==> config.mk <==
export PLATFORM = sky130hd
export DESIGN_NAME = alu_share_arbiter
export DESIGN_NICKNAME = d
export VERILOG_FILES = /design/src/rtl/alu_share_pkg.sv /design/src/rtl/rr_pick.sv /design/src/rtl/alu_share_arbiter.sv
export SDC_FILE = /design/constraint.sdc
export NUM_CORES = 1
export LEC_CHECK = 0
export CAP_MARGIN = 40
export CORE_AREA = 2 2 77 79
export DETAILED_ROUTE_END_ITERATION = 6
export DIE_AREA = 0 0 79 81
export MAX_ROUTING_LAYER = met4
export PLACE_DENSITY = 0.46
export SLEW_MARGIN = 25
export SYNTH_ARGS = -nofsm -noshare
export SYNTH_HDL_FRONTEND = slang
export SYNTH_SLANG_ARGS = --single-unit
==> constraint.sdc <==
create_clock -name Clock -period 2.5 [get_ports Clock]
set_input_delay 0.375 -clock Clock [delete_from_list [all_inputs] [get_ports Clock]]
set_output_delay 0.375 -clock Clock [all_outputs]
set_load 0.01 [all_outputs]
==> src/rtl/alu_share_pkg.sv <==
// alu_share_pkg
// Shared types and constants for the shared-ALU arbiter slice.
//   alu_func_e  : 2-bit ALU function code carried with each request
//   arb_state_e : sequencing states of the arbiter FSM
//   RES_W       : width of the ALU result / response data
package alu_share_pkg;

  typedef enum logic [1:0] {
    FN_ADD = 2'd0,
    FN_OR  = 2'd1,
    FN_AND = 2'd2,
    FN_CAT = 2'd3
  } alu_func_e;

  typedef enum logic [1:0] {
    S_IDLE,
    S_EXEC,
    S_RESP
  } arb_state_e;

  localparam int RES_W = 8;

endpackage

==> src/rtl/rr_pick.sv <==
// rr_pick
// Combinational round-robin priority selector. The winner is the first set
// bit of valid found by searching upward from rr_ptr, wrapping modulo N.
// Ports:
//   valid     in  N      request vector
//   rr_ptr    in  IDX_W  highest-priority index this cycle
//   grant     out N      one-hot winner (all zero when nothing is valid)
//   grant_idx out IDX_W  encoded winner (0 when nothing is valid)
module rr_pick #(
  parameter int N     = 2,
  parameter int IDX_W = 1
) (
  input  logic [N-1:0]     valid,
  input  logic [IDX_W-1:0] rr_ptr,
  output logic [N-1:0]     grant,
  output logic [IDX_W-1:0] grant_idx
);

  // Walk offsets from farthest to nearest so the nearest valid index from
  // rr_ptr is the last one written and therefore wins.
  always_comb begin
    int j;
    j         = 0;
    grant     = '0;
    grant_idx = '0;
    for (int k = N - 1; k >= 0; k--) begin
      j = int'(rr_ptr) + k;
      if (j >= N) j = j - N;
      if (valid[IDX_W'(j)]) begin
        grant              = '0;
        grant[IDX_W'(j)]   = 1'b1;
        grant_idx          = IDX_W'(j);
      end
    end
  end

endmodule

==> src/rtl/alu_share_arbiter.sv <==
// alu_share_arbiter
// Shares one 4-bit ALU between NUM_REQ requesters. A round-robin arbiter
// accepts one request at a time, the FSM evaluates the ALU on the latched
// operands and returns the 8-bit result tagged with the requester ID on a
// single response channel with backpressure.
// Optional build macro ALU_SHARE_STATS_EN adds per-requester saturating
// grant counters (grant_count) with a synchronous clear (stats_clr).
// Ports:
//   Clock        in   system clock, rising edge
//   Reset_b      in   asynchronous active-low reset
//   req_valid    in   [NUM_REQ]     per-requester valid
//   req_ready    out  [NUM_REQ]     per-requester accept, at most one high
//   req_a/req_b  in   [NUM_REQ*4]   operands, requester i at [4i+3:4i]
//   req_func     in   [NUM_REQ*2]   function code, requester i at [2i+1:2i]
//   rsp_valid    out  result available
//   rsp_ready    in   consumer accepts result
//   rsp_id       out  [ID_W]  owner of the result
//   rsp_data     out  [8]     ALU result
//   busy         out  high whenever the FSM is not idle
//   grant_count  out  [NUM_REQ*8] (ALU_SHARE_STATS_EN only)
//   stats_clr    in   (ALU_SHARE_STATS_EN only)
//
// state  | meaning
// S_IDLE | waiting for a request; req_ready follows the round-robin winner
// S_EXEC | operands latched; ALU result registered into rsp_data
// S_RESP | rsp_valid held until rsp_ready; then pointer advances past owner
module alu_share_arbiter
  import alu_share_pkg::*;
#(
  parameter  int NUM_REQ = 2,
  localparam int ID_W    = $clog2(NUM_REQ)
) (
  input  logic                 Clock,
  input  logic                 Reset_b,
  input  logic [NUM_REQ-1:0]   req_valid,
  output logic [NUM_REQ-1:0]   req_ready,
  input  logic [NUM_REQ*4-1:0] req_a,
  input  logic [NUM_REQ*4-1:0] req_b,
  input  logic [NUM_REQ*2-1:0] req_func,
  output logic                 rsp_valid,
  input  logic                 rsp_ready,
  output logic [ID_W-1:0]      rsp_id,
  output logic [RES_W-1:0]     rsp_data,
  output logic                 busy
`ifdef ALU_SHARE_STATS_EN
  ,
  input  logic                 stats_clr,
  output logic [NUM_REQ*8-1:0] grant_count
`endif
);

  arb_state_e         state;
  logic [ID_W-1:0]    rr_ptr;
  logic [3:0]         lat_a;
  logic [3:0]         lat_b;
  alu_func_e          lat_func;
  logic [ID_W-1:0]    lat_id;
  logic [RES_W-1:0]   alu_res;
  logic [4:0]         sum;

  logic [NUM_REQ-1:0] pick_grant;
  logic [ID_W-1:0]    pick_idx;

  logic [3:0]         a_arr [NUM_REQ];
  logic [3:0]         b_arr [NUM_REQ];
  logic [1:0]         f_arr [NUM_REQ];

  for (genvar i = 0; i < NUM_REQ; i++) begin : g_unpack
    assign a_arr[i] = req_a[4*i +: 4];
    assign b_arr[i] = req_b[4*i +: 4];
    assign f_arr[i] = req_func[2*i +: 2];
  end

  rr_pick #(
    .N     (NUM_REQ),
    .IDX_W (ID_W)
  ) u_rr_pick (
    .valid     (req_valid),
    .rr_ptr    (rr_ptr),
    .grant     (pick_grant),
    .grant_idx (pick_idx)
  );

  // Ready is combinational so the transfer completes in the arbitration
  // cycle. Gated by reset so no requester sees an accept while held in reset.
  assign req_ready = (state == S_IDLE && Reset_b) ? pick_grant : '0;

  always_comb begin
    sum     = {1'b0, lat_a} + {1'b0, lat_b};
    alu_res = '0;
    case (lat_func)
      FN_ADD:  alu_res = {3'b000, sum};
      FN_OR:   alu_res = {7'b0, |{lat_a, lat_b}};
      FN_AND:  alu_res = {7'b0, &{lat_a, lat_b}};
      FN_CAT:  alu_res = {lat_a, lat_b};
      default: alu_res = '0;
    endcase
  end

  always_ff @(posedge Clock or negedge Reset_b) begin
    if (!Reset_b) begin
      state     <= S_IDLE;
      rr_ptr    <= '0;
      lat_a     <= '0;
      lat_b     <= '0;
      lat_func  <= FN_ADD;
      lat_id    <= '0;
      rsp_valid <= 1'b0;
      rsp_id    <= '0;
      rsp_data  <= '0;
      busy      <= 1'b0;
    end else begin
      case (state)
        S_IDLE: begin
          if (|req_valid) begin
            lat_a    <= a_arr[pick_idx];
            lat_b    <= b_arr[pick_idx];
            lat_func <= alu_func_e'(f_arr[pick_idx]);
            lat_id   <= pick_idx;
            state    <= S_EXEC;
            busy     <= 1'b1;
          end
        end
        S_EXEC: begin
          rsp_data  <= alu_res;
          rsp_id    <= lat_id;
          rsp_valid <= 1'b1;
          state     <= S_RESP;
        end
        S_RESP: begin
          if (rsp_valid && rsp_ready) begin
            rsp_valid <= 1'b0;
            rr_ptr    <= (lat_id == ID_W'(NUM_REQ - 1)) ? '0 : lat_id + 1'b1;
            state     <= S_IDLE;
            busy      <= 1'b0;
          end
        end
        default: begin
          state     <= S_IDLE;
          rsp_valid <= 1'b0;
          busy      <= 1'b0;
        end
      endcase
    end
  end

`ifdef ALU_SHARE_STATS_EN
  for (genvar i = 0; i < NUM_REQ; i++) begin : g_stats
    logic [7:0] cnt;
    // Clear has priority over a same-cycle grant; counter sticks at 8'hFF.
    always_ff @(posedge Clock or negedge Reset_b) begin
      if (!Reset_b) begin
        cnt <= '0;
      end else if (stats_clr) begin
        cnt <= '0;
      end else if (req_valid[i] && req_ready[i] && cnt != 8'hFF) begin
        cnt <= cnt + 8'd1;
      end
    end
    assign grant_count[8*i +: 8] = cnt;
  end
`endif

endmodule

==> results.yml, run 1 <==
power:
  clkPwrFrac: 0.120
  switching_power_w: 0.000802
  power.density_nw_per_um2: 1120
  p_comb_frac: 0.463
  p_sw_frac: 0.403
  seqPwrFrac: 0.417
  p_int_w: 0.00119
  power_w: 0.00199
  p_leak_nw: 0.787
  ir_drop_mv: 0.250
synthesis:
  synth_compound_area_frac: 0.176
  synth_top_cell_by_area: "dfrtp_1"
  yosys.area_share.adder: 0.0521
  yosysTopAreaCellShare: 0.466
  syn_area_um2: 1340
  synth_cell_type_count: 36
  yosys.area_share.simple: 0.149
  avgSynthCellArea_um2: 10.4
  netlist_instances: 129
  synthFlopType: "dfrtp_1"
  synth-edff-count: 0
  synth_mux_area_frac: 0.0829
  ys_ff_latch: 25
  synth_top_family_by_area: "compound AO/OA/AOI/OAI gates"
  synth.top_cells.by_area: "dfrtp_1 (47%), mux2i_1 (7.4%), nand2_1 (6.1%)"
  ys_seq_area_frac: 0.466
  synth_xor_area_frac: 0.0130
  yosysMostFrequentCell: "dfrtp_1"
  ys.warnings.count: 0
  syn-num-nets: 159
  async_flop_share: 1.00
  synth_commonest_cells: "dfrtp_1 (25), nand2_1 (22), mux2i_1 (10)"
placement:
  place_inst: 232
  place_ws_ns: 0.423
  gp_congestion: 0.779
  hpwl_um: 2110
  port-buffer-count: 36
route:
  wirelength_um: 2840
  drc_errors: 0
  drt-initial-drc-count: 35
  dr.pass1.iters: 4
  via_per_inst: 4.28
  topRoutingLayerUsed: "met4"
  met1Wirelength_um: 1330
  route.met2.wl_um: 1340
  wl_met3_um: 104
  antenna_violating_nets_post_route: 0
  via_count: 1011
  routedWlPerCell_um: 12.0
global_routing:
  grt_pass1_vias: 998
  grt_pass1_wl_um: 4870
  grt_max_degree: 26
  antenna_found_initial: 0
  track_usage: 0.100
  grt-ovfl-total: 0
floorplan:
  die-width_um: 79
  coreArea_um2: 5680
  die_h_um: 81
  ios: 38
  start_util: 0.237
  rows: 28
  die_area_um2: 6400
clock_tree:
  clock_latency_ns: 0.27
  cts_inserted_buffers: 3
  ctsRootBufferMaster: "clkbuf_8"
  clock_sinks: 25
  cts_resized: 0
  clkSlewWorstSetupHoldPaths_ns: 0.08
  clockBufferDepth: 2
  tritoncts: "built"
  post-cts-setup-buffers: 0
  htreeDepth: 1
  ctsHoldBuffers: 0
final_layout:
  num_antenna_cells: 0
  instances_no_fill: 236
  drive_gt1_frac: 0.0932
  nets: 192
  fillers: 613
  syn_to_final_growth_pct: 32.1
run_status:
  status: "complete, no violations"
critical_path:
  reg2regPathDepth: 6
  path_class: "in2out"
  crit_path_max_fanout: 2
  cp-end-kind: "output port"
  critPathArrivalTime_ns: 1.71
  crit_path_start_kind: "input pin"
  cp.required_ns: 2.12
timing:
  relSlewSlack: 0.587
  tightest_slew_ns: 0.618
  clock_skew_ns: 0.00280
  grt_setup_unrepaired: "no"
  clock.fmax_mhz: 480
  slew_violations: 0
  setup_viol: 0
  hold_viol: 0
  tns_ns: 0
  period_minus_slack_ns: 2.08
  worst_slack_ns: 0.418
  period_share: 0.833
worst_hold_path:
  hold_class: "reg2reg"
  min_path_cells: 2
job:
  maxCapViolations: 0
==> final cells by class <==
cell class	instances	area [um^2]	share of cell area
clock buffers	4	45.0	0.0254
well taps	75	93.8	0.0529
repair buffers	37	368	0.207
inverters	1	3.75	0.00211
multi-input cells	94	639	0.360
flip-flops and latches	25	626	0.352
==> cells by family (layout without fill, tap and decap cells) <==
family	Yosys count	count (layout)
AOI/OAI and AO/OA	33	33
xor gates and xnor gates	2	2
adders and majority gates	5	5
other	1	1
DFF	25	25
and+or+nand+nor	42	42
buffers and inverters	10	42
muxes	11	11
==> cells in the final DEF (no fill, tap or decap), types with 2 or more instances in the layout <==
cell             synthesis  routed
o21ai_0                  5       5
clkdlybuf4s50_1          0      36
a21o_1                   2       2
nand2b_1                 2       2
o21ai_1                  2       2
nor2_1                   5       5
a31oi_1                  2       2
o21ai_2                  9       9
dfrtp_1                 25      25
nand2_1                 22      22
nor4_1                   3       3
clkbuf_8                 1       3
a22o_1                   3       3
nor3_1                   3       3
a21oi_1                  5       5
ha_1                     4       4
nand3_1                  2       2
mux2i_1                 10      10
==> metrics by stage <==
| stage | instance area, um^2 | hold slack (ns) | util |
|---|---|---|---|
| 6_report | 1780 | 0.484 | 0.313 |
| 5_1_grt | 1780 | 0.533 | 0.313 |
| 4_1_cts | 1780 | 0.493 | 0.313 |
| 3_5_place_dp | 1730 | 0.473 | 0.305 |
| 3_3_place_gp | 1730 | 0.466 | 0.305 |
| 2_1_floorplan | 1340 | 0.0794 | - |
==> worst max-delay path: stages <==
cell	delay, ns
clkdlybuf4s50_1	0.51
nand2_1	0.06
nor4_1	0.18
clkdlybuf4s50_1	0.59
==> state kept, by name, summed over array words and instances (netlist names) <==
signal,cells
busy,1
lat_a,4
lat_b,4
lat_func,2
lat_id,1
rr_ptr,1
rsp_data,8
rsp_id,1
rsp_valid,1
state,2
==> power groups by stage <==
| stage | clock network, W | logic, W | registers [W] |
|---|---|---|---|
| after floorplan | 0 | 0.000732 | 0.000768 |
| after global placement | 0 | 0.000914 | 0.000832 |
| after detailed placement | 0 | 0.000936 | 0.000840 |
| after CTS | 0.000252 | 0.000937 | 0.000832 |
| after global routing | 0.000269 | 0.00106 | 0.000872 |
| final | 0.000239 | 0.000922 | 0.000831 |
==> final timing paths <==
check / end / startpoint / slack [ns]
min reg2reg: rsp_data[2]$_DFFE_PN0P_ / rsp_data[2]$_DFFE_PN0P_ / 0.48
max reg2reg: rsp_data[4]$_DFFE_PN0P_ / lat_a[0]$_DFFE_PN0P_ / 0.61
max: req_ready[0] / Reset_b / 0.42
max in group asynchronous: lat_func[1]$_DFFE_PN0P_ / Reset_b / 1.72
min in group asynchronous: lat_id$_DFFE_PN0P_ / Reset_b / 0.54
min: rsp_data[2]$_DFFE_PN0P_ / rsp_data[2]$_DFFE_PN0P_ / 0.48
==> per-layer routing <==
| layer | track usage | vias to the layer above |
|---|---|---|
| met5 | - | - |
| met4 | 0.0517 | 0 |
| met3 | 0.0144 | 5 |
| met2 | 0.147 | 26 |
| met1 | 0.135 | 454 |
| li1 | - | 526 |
Note: power is estimated with default switching activity, not from simulation.
==> run 2, diff against run 1 <==
==> constraint.sdc (replaced) <==
create_clock -name Clock -period 2.1 [get_ports Clock]
set_input_delay 0.315 -clock Clock [delete_from_list [all_inputs] [get_ports Clock]]
set_output_delay 0.315 -clock Clock [all_outputs]
set_load 0.01 [all_outputs]
==> results.yml, run 2 (synthesis gave the netlist of run 1 again) <==
run_status:
  status: "complete, no violations"
global_routing:
  grt_max_degree: 26
  track_usage: 0.0956
  met3_usage: 0.0133
  grt_pass1_vias: 907
  grt.busiest_layer: "met2"
  grt_pass1_wl_um: 4580
  grt-ovfl-total: 0
  met2_usage: 0.143
  gr-usage-met1: 0.126
  antenna_found_initial: 0
route:
  wirelength_um: 2850
  drc_errors: 0
  drt-initial-drc-count: 77
  dr.pass1.iters: 4
  antenna_violating_nets_post_route: 0
  routedWlPerCell_um: 12.0
  via_per_inst: 4.24
  via_count: 1010
final_layout:
  largest_reg_flops: 8
  top_register: "rsp_data"
  num_antenna_cells: 0
  multiInputGateArea_um2: 639
  drive_gt1_frac: 0.110
  nets: 194
  syn_to_final_growth_pct: 33.6
  fillers: 594
  biggestRegsByFlops: "rsp_data x8, lat_a x4, lat_b x4"
  mostFrequentLayoutCells: "clkdlybuf4s50_1 (36), dfrtp_1 (25), nand2_1 (22)"
  seqCellArea_um2: 626
  layout_commonest_cell: "clkdlybuf4s50_1"
floorplan:
  die_area_um2: 6400
  die_h_um: 81
  coreArea_um2: 5680
  ios: 38
  die-width_um: 79
  rows: 28
  start_util: 0.237
timing:
  hold_ws_ns: 0.469
  clock.fmax_mhz: 517
  hold_viol: 0
  period_minus_slack_ns: 1.94
  period_share: 0.922
  tns_ns: 0
  setup_viol: 0
  slew_violations: 0
  grt_setup_unrepaired: "no"
  clock_skew_ns: 0.00607
critical_path:
  cp.required_ns: 1.78
  crit_path_max_fanout: 2
  crit_path_start_kind: "input pin"
  cp-end-kind: "output port"
  critPathArrivalTime_ns: 1.62
  path_class: "in2out"
power:
  ir_drop_mv: 0.453
  p_leak_nw: 0.799
  power.density_nw_per_um2: 1340
clock_tree:
  tritoncts: "built"
  clkSlewWorstSetupHoldPaths_ns: 0.09
  clockBufferDepth: 2
  clock_sinks: 25
  cts_resized: 0
  ctsHoldBuffers: 0
  post-cts-setup-buffers: 0
  htreeDepth: 1
  ctsRootBufferMaster: "clkbuf_8"
  clock_latency_ns: 0.28
  cts_inserted_buffers: 3
placement:
  hpwl_um: 2170
  gp_congestion: 0.788
  port-buffer-count: 36
worst_hold_path:
  hold_class: "in2async"
job:
  maxCapViolations: 0
[run 2: changes by cell type in the layout (fill, tap and decap cells not counted)]
cell,before,now
buf_4,1,3
clkbuf_1,1,0
inv_6,0,1
[run 2: critical path, stage by stage]
cell and delay (ns):
clkdlybuf4s50_1 0.50, nand2_1 0.06, nor4_1 0.16, clkdlybuf4s50_1 0.58
[run 2: metal layers]
metal / vias up / part of all wire
li1: 528 / -
met1: 455 / 0.48
met2: 23 / 0.47
met3: 4 / 0.029
met4: 0 / 0.022
met5: - / 0
[run 2: layout make-up]
cell class                      instances  area share
Timing Repair Buffer                   39       0.213
Inverter                                1     0.00209
Sequential cell                        25       0.348
Clock buffer                            3      0.0230
Clock inverter                          1     0.00488
Tap cell                               75      0.0523
Multi-Input combinational cell         94       0.356
[run 2: metrics by stage]
step	total power, W	cells	cell area (um^2)	util	setup slack, ns
floorplan	0.00179	129	1340	-	0.363
global placement	0.00210	234	1750	0.308	0.149
detailed placement	0.00213	234	1750	0.308	0.154
CTS	0.00245	238	1800	0.316	0.135
global route	0.00263	238	1800	0.316	0.0985
finish	0.00240	238	1800	0.316	0.164
[run 2: path summary, 6_finish.rpt]
check / from / to / slack (ns) / depth (start not counted)
setup / recovery: Reset_b / req_ready[0] / 0.16 / 4
hold / removal: Reset_b / rsp_data[6]$_DFFE_PN0P_ / 0.47 / 2
setup reg to reg: lat_a[0]$_DFFE_PN0P_ / rsp_data[4]$_DFFE_PN0P_ / 0.22 / 6
hold reg to reg: rsp_data[2]$_DFFE_PN0P_ / rsp_data[2]$_DFFE_PN0P_ / 0.48 / 2
max in group asynchronous: Reset_b / rsp_data[0]$_DFFE_PN0P_ / 1.38 / 2
min in group Clock: rsp_data[2]$_DFFE_PN0P_ / rsp_data[2]$_DFFE_PN0P_ / 0.48 / 2
[run 2: where the power goes]
part	total [W]	switching, W	leakage [nW]	internal [W]
clock network	0.000304	0.000164	0.0261	0.000139
logic	0.00111	0.000513	0.458	0.000595
registers	0.000990	0.000290	0.315	0.000700
==> run 3, diff against run 2 <==
==> constraint.sdc (replaced) <==
create_clock -name Clock -period 2 [get_ports Clock]
set_input_delay 0.3 -clock Clock [delete_from_list [all_inputs] [get_ports Clock]]
set_output_delay 0.3 -clock Clock [all_outputs]
set_load 0.01 [all_outputs]
==> results.yml, run 3 (synthesis gave the netlist of run 1 again) <==
run_status:
  status: "complete, no violations"
timing:
  period_minus_slack_ns: 1.91
  clock_skew_ns: 0.0130
  hold_viol: 0
  slew_violations: 0
  grt_setup_unrepaired: "no"
  tns_ns: 0
  period_share: 0.956
  clock.fmax_mhz: 523
  setup_viol: 0
global_routing:
  grt-ovfl-total: 0
  grt_pass1_wl_um: 4880
  grt_pass1_vias: 997
  track_usage: 0.101
  grt_max_degree: 26
  antenna_found_initial: 0
critical_path:
  cp-end-kind: "output port"
  r2r_start: "lat_a[0]$_DFFE_PN0P_"
  critical_path.startpoint: "state[1]$_DFFE_PN0P_"
  path_class: "reg2out"
  critPathArrivalTime_ns: 1.61
  cpMaxStageDelayCell: "clkdlybuf4s50_1"
  cp_cell_sequence: "nor4_1 -> clkdlybuf4s50_1"
  cp.required_ns: 1.70
  cp_slowest_stage_delay_ns: 0.58
  crit_path_max_fanout: 8
  crit_path_start_kind: "flip-flop"
route:
  wirelength_um: 2940
  antenna_violating_nets_post_route: 0
  via_per_inst: 4.44
  routedWlPerCell_um: 12.3
  drt-initial-drc-count: 64
  dr.pass1.iters: 4
  via_count: 1061
  drc_errors: 0
final_layout:
  biggestRegsByFlops: "rsp_data x8, lat_a x4, lat_b x4"
  nets: 195
  fillers: 615
  syn_to_final_growth_pct: 34.2
  mostFrequentLayoutCells: "clkdlybuf4s50_1 (36), dfrtp_1 (25), nand2_1 (22)"
  largest_reg_flops: 8
  drive_gt1_frac: 0.116
  top_register: "rsp_data"
  multiInputGateArea_um2: 639
  final_area_um2: 1800
  seqCellArea_um2: 626
  layout_commonest_cell: "clkdlybuf4s50_1"
  num_antenna_cells: 0
floorplan:
  die_h_um: 81
  ios: 38
  die_area_um2: 6400
  start_util: 0.237
  coreArea_um2: 5680
  die-width_um: 79
  rows: 28
clock_tree:
  post-cts-setup-buffers: 0
  clock_sinks: 25
  cts_inserted_buffers: 3
  htreeDepth: 1
  ctsHoldBuffers: 0
  clock_latency_ns: 0.28
  tritoncts: "built"
  ctsRootBufferMaster: "clkbuf_8"
  clkSlewWorstSetupHoldPaths_ns: 0.10
  clockBufferDepth: 2
  cts_resized: 0
power:
  ir_drop_mv: 0.410
  p_leak_nw: 0.804
  power.density_nw_per_um2: 1420
placement:
  gp_congestion: 0.806
  placed_cell_area_um2: 1750
  hpwl_um: 2240
  port-buffer-count: 36
job:
  maxCapViolations: 0
worst_hold_path:
  hold_class: "in2async"
[run 3: cell count changes in the layout (fill, tap and decap cells not counted), sizes merged]
cell	change
buf	+1
[run 3: cell type report]
cell class	count	area share
Clock buffer	3	0.0229
Clock inverter	1	0.00486
Timing Repair Buffer	40	0.217
Inverter	1	0.00208
Tap cell	75	0.0520
Multi-Input combinational cell	94	0.355
Sequential cell	25	0.347
[run 3: worst paths after layout]
kind / end / slack (ns) / cells after the start
setup / recovery: req_ready[0] / 0.09 / 2
hold / removal: rr_ptr$_DFFE_PN0P_ / 0.45 / 2
setup reg to reg: rsp_data[4]$_DFFE_PN0P_ / 0.12 / 6
hold reg to reg: rsp_data[2]$_DFFE_PN0P_ / 0.48 / 2
max in group asynchronous: lat_b[1]$_DFFE_PN0P_ / 1.29 / 2
min in group Clock: rsp_data[2]$_DFFE_PN0P_ / 0.48 / 2
[run 3: critical path: cells and delay by family (launching register included)]
family                 cells  cell delay, ns
flip-flops                 1            0.47
buffers and inverters      1            0.58
AND/OR/NAND/NOR            1            0.28
[run 3: report_power, final]
part | internal, W | leakage, nW | switching (W)
logic | 0.000638 | 0.463 | 0.000565
clock network | 0.000146 | 0.0261 | 0.000180
registers | 0.000734 | 0.315 | 0.000302
total | 0.00152 | 0.804 | 0.00105
[run 3: layer usage]
| layer | wire, um | part of all wire | track usage | vias up |
|---|---|---|---|---|
| met1 | 1380 | 0.47 | 0.126 | 497 |
| met2 | 1400 | 0.48 | 0.158 | 28 |
| met5 | 0 | 0 | - | - |
| met3 | 96 | 0.033 | 0.0156 | 7 |
| met4 | 65 | 0.022 | 0.0552 | 0 |
| li1 | - | - | - | 529 |
[run 3: through the flow]
step	hold WS [ns]	std cells	setup slack (ns)	total power, W	utilization
after global placement	0.463	234	0.0783	0.00221	0.308
after floorplan	0.00441	129	0.263	0.00188	-
final	0.446	239	0.0885	0.00257	0.318
after CTS	0.475	238	0.0725	0.00258	0.316
after detailed placement	0.471	234	0.0858	0.00226	0.308
after global routing	0.489	239	0.00991	0.00280	0.318
